--- config.mk ---
export PLATFORM = sky130hd
export DESIGN_NAME = fetch_stage
export DESIGN_NICKNAME = d
export VERILOG_FILES = /design/src/rtl/fetch_stage.sv
export SDC_FILE = /design/constraint.sdc
export NUM_CORES = 1
export LEC_CHECK = 0
export CAP_MARGIN = 10
export CORE_ASPECT_RATIO = 1.4
export CORE_MARGIN = 5
export CORE_UTILIZATION = 52
export DETAILED_ROUTE_END_ITERATION = 10
export PLACE_DENSITY = 0.86
export SYNTH_ARGS = -nofsm -noshare
export SYNTH_HDL_FRONTEND = slang
export SYNTH_SLANG_ARGS = --single-unit
--- constraint.sdc ---
create_clock -name clk -period 8.9 [get_ports clk]
set_input_delay 2.225 -clock clk [delete_from_list [all_inputs] [get_ports clk]]
set_output_delay 2.225 -clock clk [all_outputs]
set_load 0.005 [all_outputs]
--- src/rtl/fetch_stage.sv ---
// RV32 instruction-fetch stage: owns the PC, issues one imem request at a time,
// parks an unconsumable response in a one-entry skid and fills the IF/ID register.
module fetch_stage #(
  parameter logic [31:0] RESET_PC = 32'h0000_0000
) (
  input  logic        clk,
  input  logic        rst,
  input  logic        redirect_valid,
  input  logic [31:0] redirect_pc,
  input  logic        flush_ifid,
  input  logic        stall_if,
  output logic        imem_req_valid,
  input  logic        imem_req_ready,
  output logic [31:0] imem_req_addr,
  input  logic        imem_resp_valid,
  input  logic [31:0] imem_resp_data,
  output logic        ifid_valid,
  output logic [31:0] ifid_pc,
  output logic [31:0] ifid_instr
);

  localparam logic [1:0]  S_REQ  = 2'd0;
  localparam logic [1:0]  S_WAIT = 2'd1;
  localparam logic [1:0]  S_FULL = 2'd2;
  localparam logic [31:0] NOP    = 32'h0000_0013;

  logic [1:0]  state_q, state_d;
  logic [31:0] pc_q, pc_d;
  logic [31:0] req_pc_q, req_pc_d;
  logic        drop_q, drop_d;
  logic [31:0] skid_pc_q, skid_pc_d;
  logic [31:0] skid_instr_q, skid_instr_d;
  logic        ifid_valid_q, ifid_valid_d;
  logic [31:0] ifid_pc_q, ifid_pc_d;
  logic [31:0] ifid_instr_q, ifid_instr_d;

  logic        accept;
  logic        load;
  logic [31:0] load_pc, load_instr;

  assign accept         = !ifid_valid_q || !stall_if;
  assign imem_req_valid = (state_q == S_REQ) && !rst;
  assign imem_req_addr  = {pc_q[31:2], 2'b00};
  assign ifid_valid     = ifid_valid_q;
  assign ifid_pc        = ifid_pc_q;
  assign ifid_instr     = ifid_instr_q;

  always_comb begin
    state_d      = state_q;
    pc_d         = pc_q;
    req_pc_d     = req_pc_q;
    drop_d       = drop_q;
    skid_pc_d    = skid_pc_q;
    skid_instr_d = skid_instr_q;
    load         = 1'b0;
    load_pc      = skid_pc_q;
    load_instr   = skid_instr_q;

    case (state_q)
      S_REQ: begin
        if (imem_req_ready) begin
          req_pc_d = pc_q;
          state_d  = S_WAIT;
          // the old-pc request is already in flight, so its response must be eaten
          if (redirect_valid) drop_d = 1'b1;
        end
      end
      S_WAIT: begin
        if (imem_resp_valid) begin
          drop_d  = 1'b0;
          state_d = S_REQ;
          if (!drop_q && !redirect_valid) begin
            pc_d = req_pc_q + 32'd4;
            if (accept) begin
              load       = 1'b1;
              load_pc    = req_pc_q;
              load_instr = imem_resp_data;
            end else begin
              skid_pc_d    = req_pc_q;
              skid_instr_d = imem_resp_data;
              state_d      = S_FULL;
            end
          end
        end else if (redirect_valid) begin
          drop_d = 1'b1;
        end
      end
      S_FULL: begin
        if (redirect_valid) begin
          state_d = S_REQ;
        end else if (accept) begin
          load    = 1'b1;
          state_d = S_REQ;
        end
      end
      default: state_d = S_REQ;
    endcase

    if (redirect_valid) pc_d = {redirect_pc[31:2], 2'b00};
  end

  // flush beats load beats hold; a non-stalled, unreloaded entry drains
  always_comb begin
    ifid_valid_d = ifid_valid_q;
    ifid_pc_d    = ifid_pc_q;
    ifid_instr_d = ifid_instr_q;
    if (flush_ifid) begin
      ifid_valid_d = 1'b0;
    end else if (load) begin
      ifid_valid_d = 1'b1;
      ifid_pc_d    = load_pc;
      ifid_instr_d = load_instr;
    end else if (!stall_if) begin
      ifid_valid_d = 1'b0;
    end
  end

  always_ff @(posedge clk or posedge rst) begin
    if (rst) begin
      state_q      <= S_REQ;
      pc_q         <= RESET_PC;
      req_pc_q     <= 32'h0;
      drop_q       <= 1'b0;
      skid_pc_q    <= 32'h0;
      skid_instr_q <= NOP;
      ifid_valid_q <= 1'b0;
      ifid_pc_q    <= 32'h0;
      ifid_instr_q <= NOP;
    end else begin
      state_q      <= state_d;
      pc_q         <= pc_d;
      req_pc_q     <= req_pc_d;
      drop_q       <= drop_d;
      skid_pc_q    <= skid_pc_d;
      skid_instr_q <= skid_instr_d;
      ifid_valid_q <= ifid_valid_d;
      ifid_pc_q    <= ifid_pc_d;
      ifid_instr_q <= ifid_instr_d;
    end
  end

endmodule

Yosys cells after proc, flatten, opt, wreduce, memory -nomap -nowiden --
Index checks and enable logic that the tools add are counted.
Storage, ports and cells: flip-flop bits (word level) 196, bits of input ports 71, output and inout bits 98, logic and storage cells 68
Operators by class: add/subtract/negate cells 1, equality and inequality tests 6, muxes and demuxes 31, bitwise logic cells 2, reductions and logical operators 19
Operators by type and width (number):
- 32-bit two-way mux | 12
- 32-bit by 3-bit adder with 32-bit output, second input constant | 1
- 2-bit two-way mux | 6
- 1-bit two-way mux | 10
- 2-bit nonzero test | 4
- 2-bit case mux with 3 select lines | 1
- 2-bit AND reduction | 3
- 3-bit AND reduction | 2
- 1-bit logical NOT | 5
- 2-bit inequality test, second input constant | 2
- 1-bit case mux with 2 select lines | 2
- 4-bit AND reduction | 1
- 3-bit by 2-bit inequality test with 1-bit output, second input constant | 1
- 3-bit inequality test, second input constant | 1
- 2-bit by 1-bit equality test with 1-bit output, second input constant | 1
- 2-bit equality test, second input constant | 1
- 1-bit logical AND | 2
- 2-bit logical NOT | 1
- 1-bit inverter | 2
- 1-bit logical OR | 1

Longest topological paths before layout --
Gate-level depths: netlist (run 1).
depth in word-level cells 8, mapped depth 9, gate-level depth less buffers 6

Worst setup path after synthesis (run 1) --
No wires, ideal clock.
path kind input-to-output, from input rst, to output imem_req_valid, arrival time 2.320 ns, required time 6.675 ns, slack 4.355 ns, stages 1, path buffers 0, cell sequence nor2_1
Between the ends: word-level cells in the longest chain between the ends 2
Ends and longest elaborated chain:
- from (decl) | RTL line 7 | input logic rst,
- 1-bit logical NOT (no source line)
- 1-bit logical AND | RTL line 42 | assign imem_req_valid = (state_q == S_REQ) && !rst;
- to (decl) | RTL line 12 | output logic imem_req_valid,
No other way between the ends.

Worst setup path after layout (run 1) --
Ends and elaborated chain as after synthesis.

==> run_results.csv, run 1 <==
group,metric,value,unit
cts,cts.root.buffer_cell,"clkbuf_16",
cts,clock-sinks,196,
hold_path,hold_class,"register to register",
sta,period_minus_slack,5.60,ns
cts,cts_buffers,17,
floorplanning,floorplan.io_pins,169,
yosys,netlist_area,8960,um^2
sta,slew-limit-headroom,26.2,%
place,dpl.hpwl,13400,um
layout,final_area,11100,um^2
detailed_routing,detail-route-antenna-nets,0,
sta,slew_viol_final,0,
yosys,seq_area_frac_synth,54.8,%
layout,num-nets-final,955,
setup_path,critical-path-max-stage-delay,0.51,ns
sta,grt_setup_unrepaired,"no",
cts,cts_setup_buffers,0,
setup_path,crit_path_cell_trace,"clkdlybuf4s50_1 > nor2_1 > clkdlybuf4s50_1",
floorplanning,die_x,121,um
yosys,synthDistinctLibCells,43,
yosys,synth_cells,771,
place,numPortBuffers,164,
yosys,ys_ff_latch,196,
sta,max_freq,179,MHz
cts,worst_setup_hold_path_clk_slew,0.07,ns
floorplanning,placementRows,56,
detailed_routing,drt_first_iter_violations,525,
layout,final_cell_count_no_fill,1125,
detailed_routing,vias,6257,
detailed_routing,drcViolationCount,0,
floorplanning,initial_core_util,53.1,%
sta,timing_worst_slew_pin_value,1.11,ns
setup_path,highest_fanout_seen_on_the_critical_path,2,
layout,area.growth.synth_to_final,24.1,%
setup_path,critical_path.slowest_cell,"clkdlybuf4s50_1",
layout,final.fill_count,1285,
floorplanning,coreArea,16900,um^2
detailed_routing,detail_route.wl_per_cell,18.1,um
setup_path,worst_path_arrival,3.37,ns
sta,timing.final.crit_share,62.9,%
power_and_ir_drop,pwr_density_cell,219,nW/um^2
setup_path,worst_path_most_repeated_cell,"clkdlybuf4s50_1",
sta,report.final.hold_viol_count,0,
yosys,synth_warnings,0,
cts,clock_insertion_delay_worst_skew,0.42,ns
cts,cts_hold_buffers,0,
cts,cts_max_path_buffers,2,
global_route,first_pass_grt_wire_length,33800,um
place,dpl.cell_count,1093,
setup_path,timing.critical_path.to_type,"primary output",
global_route,globalRouteOverflowTotal,0,
power_and_ir_drop,vdd.ir_drop.worst,135,uV
global_route,antenna_found_initial,0,
setup_path,cp-start-kind,"input pin",
sta,totalNegativeSetupSlack,0,ns
floorplanning,design.die.area,20000,um^2
job,maxCapViolations,0,
setup_path,critPathBufInv,2,
place,finalWeightedCongestion,0.769,
floorplanning,chipHeight,165,um
setup_path,critPathRequiredTime,6.68,ns
global_route,first_global_vias,6439,
cts,cts_repair_resize_count,0,
sta,final_setup_violation_count,0,
layout,n_antenna_cell,0,
detailed_routing,routed_wl,20400,um
global_route,grtUsageTotal,21.3,%
cts,cts-htree-levels,4,
setup_path,worst-setup-path-type,"input pin to primary output",
detailed_routing,vias_per_cell,5.56,
global_route,grt_start_max_net_pins,131,
setup_path,cpLargestDelayFamily,"buffers and inverters",
layout,mostFrequentLayoutCell,"dfrtp_1",
layout,layout-drive-gt1-share,17.6,%
layout,final_cell_mix,"190 x dfrtp_1, 163 x clkdlybuf4s50_1, 96 x mux2_2",
cts,tritoncts,"built",
place,detailed_place.area,10500,um^2
layout,utilization,65.9,%
yosys,post_synth.cell_area_avg,11.6,um^2
run_status,run_status,"completed",
detailed_routing,dr.pass1.iters,4,
sta,clock_skew,0.0102,ns
power_and_ir_drop,cellLeakagePower,5.17,nW
## synthesized netlist by cell type (all sizes together)
library cell,instances,area [um^2]
clkbuf,32,120
a21oi,5,25.0
nand2,83,312
and4,2,17.5
nor2b,1,6.26
a22o,3,26.3
xor2,4,35.0
mux2,96,1080
inv,9,33.8
nor3,5,25.0
a31oi,1,6.26
o211ai,11,82.6
nor4,4,25.0
a21o,2,15.0
dfrtp,190,4750
nand3b,1,7.51
a32oi,2,17.5
nand4,12,96.3
a31o,4,35.0
or4,11,86.3
mux2i,68,681
a221o,2,20.0
dfstp,6,158
nand3,26,135
buf,52,347
xnor2,9,78.8
o21ai,77,385
nand2b,1,6.26
ha,4,50.1
nor2,17,63.8
conb,1,3.75
nand4bb,1,11.3
or3,2,12.5
nor4bb,1,10.0
a22oi,24,180
and3,2,12.5
## worst min-delay path, stage by stage, from the launching register on
cell     delay (ns)
dfrtp_1        0.34
nand2_1        0.04
o21ai_0        0.06
## registers in the layout, summed over array words and instances (netlist names)
register      count
ifid_instr       32
req_pc_q         32
state_q           2
skid_instr_q     32
ifid_pc          32
pc_q             32
ifid_valid        1
drop_q            1
skid_pc_q        32
## layout make-up
type	count	area, um^2	share of cell area, %
flip-flops and latches	196	4910	44.2
multi-input cells	483	3600	32.4
repair buffers	173	1700	15.3
clock buffers	19	453	4.07
well taps	232	290	2.61
clock inverters	13	124	1.11
inverters	9	41.3	0.371
## path summary, 6_finish.rpt
path | endpoint | cells after the start | start | slack [ns]
hold / removal | ifid_instr[8] | 2 | ifid_instr[8] | 0.48
setup reg to reg | ifid_instr[5] | 7 | state_q[0] | 6.06
min in group asynchronous | ifid_instr[14] | 2 | rst | 2.43
hold reg to reg | ifid_instr[8] | 2 | ifid_instr[8] | 0.48
max in group asynchronous | pc_q[29] | 3 | rst | 5.09
setup / recovery | imem_req_valid | 3 | rst | 3.30
## stage by stage
step                      setup WS [ns]  power (mW)  hold slack [ns]
after floorplan                    1.34        1.51            0.462
after global placement             3.31        1.68            0.460
after detailed placement           3.30        1.70            0.470
after CTS                          3.29        2.45            0.484
after global routing               3.27        2.56            0.495
final                              3.30        2.43            0.478
## cells by family (layout without fill, tap and decap cells)
| logic type | Yosys count | count (layout) | share of synthesized area (%) |
|---|---|---|---|
| flip-flops | 196 | 196 | 54.8 |
| AND/OR/NAND/NOR | 169 | 169 | 9.23 |
| multiplexers | 164 | 164 | 19.7 |
| AO/OA/AOI/OAI | 131 | 131 | 8.85 |
| buffers and inverters | 93 | 214 | 5.58 |
| XOR/XNOR | 13 | 13 | 1.27 |
| adder cells (fa/ha/maj) | 4 | 4 | 0.558 |
| other | 1 | 2 | 0.0418 |
## metal layers
layer  GRT usage (%)  share of wire (%)  vias to the layer above
met5               0                  0                        -
met4            7.32                1.9                        0
met3            3.07                4.0                       23
met2            36.9                 52                      153
met1            27.5                 42                     3136
li1                -                  -                     2945
## power by group
part	switching [mW]	internal, mW	leakage, nW	total, mW
Combinational	0.215	0.277	2.28	0.492
Clock	0.339	0.406	0.282	0.745
Sequential	0.179	1.02	2.61	1.20
Total	0.733	1.70	5.17	2.43
(Power assumes the default switching activity.)
==> inputs of run 2 (changes only) <==
==> constraint.sdc (replaced) <==
create_clock -name clk -period 5.55 [get_ports clk]
set_input_delay 1.3875 -clock clk [delete_from_list [all_inputs] [get_ports clk]]
set_output_delay 1.3875 -clock clk [all_outputs]
set_load 0.005 [all_outputs]
==> run 2 against run 1 <==
Global-route usage decreased by 0.28 points. Hold slack got worse by 0.0013 ns. Clock-buffer cell count increased by 1. Highest routed layer unchanged. Sequential share of layout area decreased by 0.10 points. Utilization increased by 0.16 points. Clock skew about the same.
==> run_results.csv, run 2 (synthesis results as in run 1) <==
group,metric,value,unit
run_status,run_status,"completed",
layout,final.fill_count,1291,
setup_path,cp-start-kind,"input pin",
layout,utilization,66.0,%
layout,n_antenna_cell,0,
global_route,met3_usage_in_global_routing,3.82,%
setup_path,highest_fanout_seen_on_the_critical_path,2,
detailed_routing,dr.pass1.iters,5,
floorplanning,die_x,121,um
global_route,grtUsageTotal,21.0,%
cts,clock_insertion_delay_worst_skew,0.43,ns
setup_path,critPathRequiredTime,4.16,ns
sta,hold_slack,0.476,ns
global_route,first_global_vias,6474,
sta,slew-limit-headroom,25.4,%
power_and_ir_drop,cellLeakagePower,5.17,nW
layout,multi_input_area,3600,um^2
layout,mostFrequentLayoutCell,"dfrtp_1",
cts,clock-sinks,196,
detailed_routing,vias_per_cell,5.51,
hold_path,timing.hold.worst_endpoint,"ifid_instr[1]",
sta,timing.final.crit_share,69.1,%
cts,cts_hold_buffers,0,
setup_path,rrSetupSlack,2.64,ns
global_route,grt-busiest-layer,"met2",
global_route,antenna_found_initial,0,
detailed_routing,vias,6191,
floorplanning,initial_core_util,53.1,%
detailed_routing,drt_first_iter_violations,411,
global_route,grt_start_max_net_pins,94,
cts,cts-htree-levels,4,
floorplanning,floorplan.io_pins,169,
setup_path,worst_path_arrival,2.45,ns
cts,cts.root.buffer_cell,"clkbuf_16",
global_route,met2_usage,36.3,%
layout,num-nets-final,955,
sta,totalNegativeSetupSlack,0,ns
detailed_routing,detail-route-antenna-nets,0,
cts,worst_setup_hold_path_clk_slew,0.07,ns
floorplanning,design.die.area,20000,um^2
hold_path,hold_class,"register to register",
setup_path,worst_r2r_endpoint,"ifid_instr[17]",
sta,period_minus_slack,3.83,ns
global_route,first_pass_grt_wire_length,33300,um
layout,final_cell_mix,"190 x dfrtp_1, 163 x clkdlybuf4s50_1, 96 x mux2_2",
setup_path,worst_r2r_startpoint,"state_q[1]",
power_and_ir_drop,fin_total_pwr,3.89,mW
cts,cts_buffers,17,
place,finalWeightedCongestion,0.789,
sta,clock_skew,0.00974,ns
floorplanning,placementRows,56,
sta,postLayoutSetupSlackWorst,1.72,ns
layout,layout.area.seq,4910,um^2
place,dpl.hpwl,13500,um
global_route,globalRouteOverflowTotal,0,
setup_path,worst-setup-path-type,"input pin to primary output",
setup_path,timing.critical_path.to_type,"primary output",
cts,cts_repair_resize_count,0,
cts,tritoncts,"built",
job,maxCapViolations,0,
hold_path,whs_path_depth,2,
cts,cts_setup_buffers,0,
place,numPortBuffers,164,
cts,cts_max_path_buffers,2,
global_route,grt.met1_usage,26.7,%
sta,slew_viol_final,0,
power_and_ir_drop,vdd.ir_drop.worst,195,uV
detailed_routing,detail_route.wl_per_cell,18.1,um
place,place_ws,1.37,ns
place,dpl.cell_count,1093,
hold_path,holdCritStartpoint,"ifid_instr[1]",
detailed_routing,routed_wl,20300,um
sta,final_setup_violation_count,0,
sta,max_freq,261,MHz
detailed_routing,drcViolationCount,0,
layout,area.growth.synth_to_final,24.4,%
sta,timing_worst_slew_pin_value,1.12,ns
sta,report.final.hold_viol_count,0,
sta,grt_setup_unrepaired,"no",
place,detailed_place.area,10600,um^2
setup_path,cp-startpoint,"rst",
power_and_ir_drop,pwr_density_cell,349,nW/um^2
layout,final_area,11100,um^2
layout,layout-drive-gt1-share,17.5,%
floorplanning,chipHeight,165,um
setup_path,worst-r2r-cell-count,8,
floorplanning,coreArea,16900,um^2
layout,final_cell_count_no_fill,1124,
[run 2: worst max-delay path by stage]
stage,end,slack [ns],depth (start not counted)
after floorplan,drop_q,1.64,1
after global placement,ifid_instr[16],1.44,7
after detailed placement,ifid_instr[17],1.37,7
after CTS,imem_req_valid,1.71,3
after global routing,imem_req_valid,1.65,3
final,imem_req_valid,1.72,3
[run 2: cell type report]
| class | count | share of cell area [%] |
|---|---|---|
| multi-input cells | 483 | 32.3 |
| repair buffers | 173 | 15.6 |
| clock buffers | 20 | 4.19 |
| inverters | 9 | 0.337 |
| well taps | 232 | 2.60 |
| clock inverters | 11 | 0.920 |
| flip-flops and latches | 196 | 44.1 |
[run 2: per-layer routing]
| layer | wire length (um) | up-vias |
|---|---|---|
| met2 | 10400 | 173 |
| li1 | - | 2919 |
| met3 | 872 | 33 |
| met5 | 0 | - |
| met1 | 8540 | 3066 |
| met4 | 437 | 0 |
[run 2: where the power goes]
group | leakage (nW) | internal [mW] | switching, mW | total, mW
registers | 2.61 | 1.63 | 0.281 | 1.91
clock network | 0.280 | 0.655 | 0.529 | 1.18
logic | 2.28 | 0.447 | 0.345 | 0.792
[run 2: critical path: stages]
cell             delay, ns
clkdlybuf4s50_1       0.46
nor2_1                0.10
clkdlybuf4s50_1       0.50
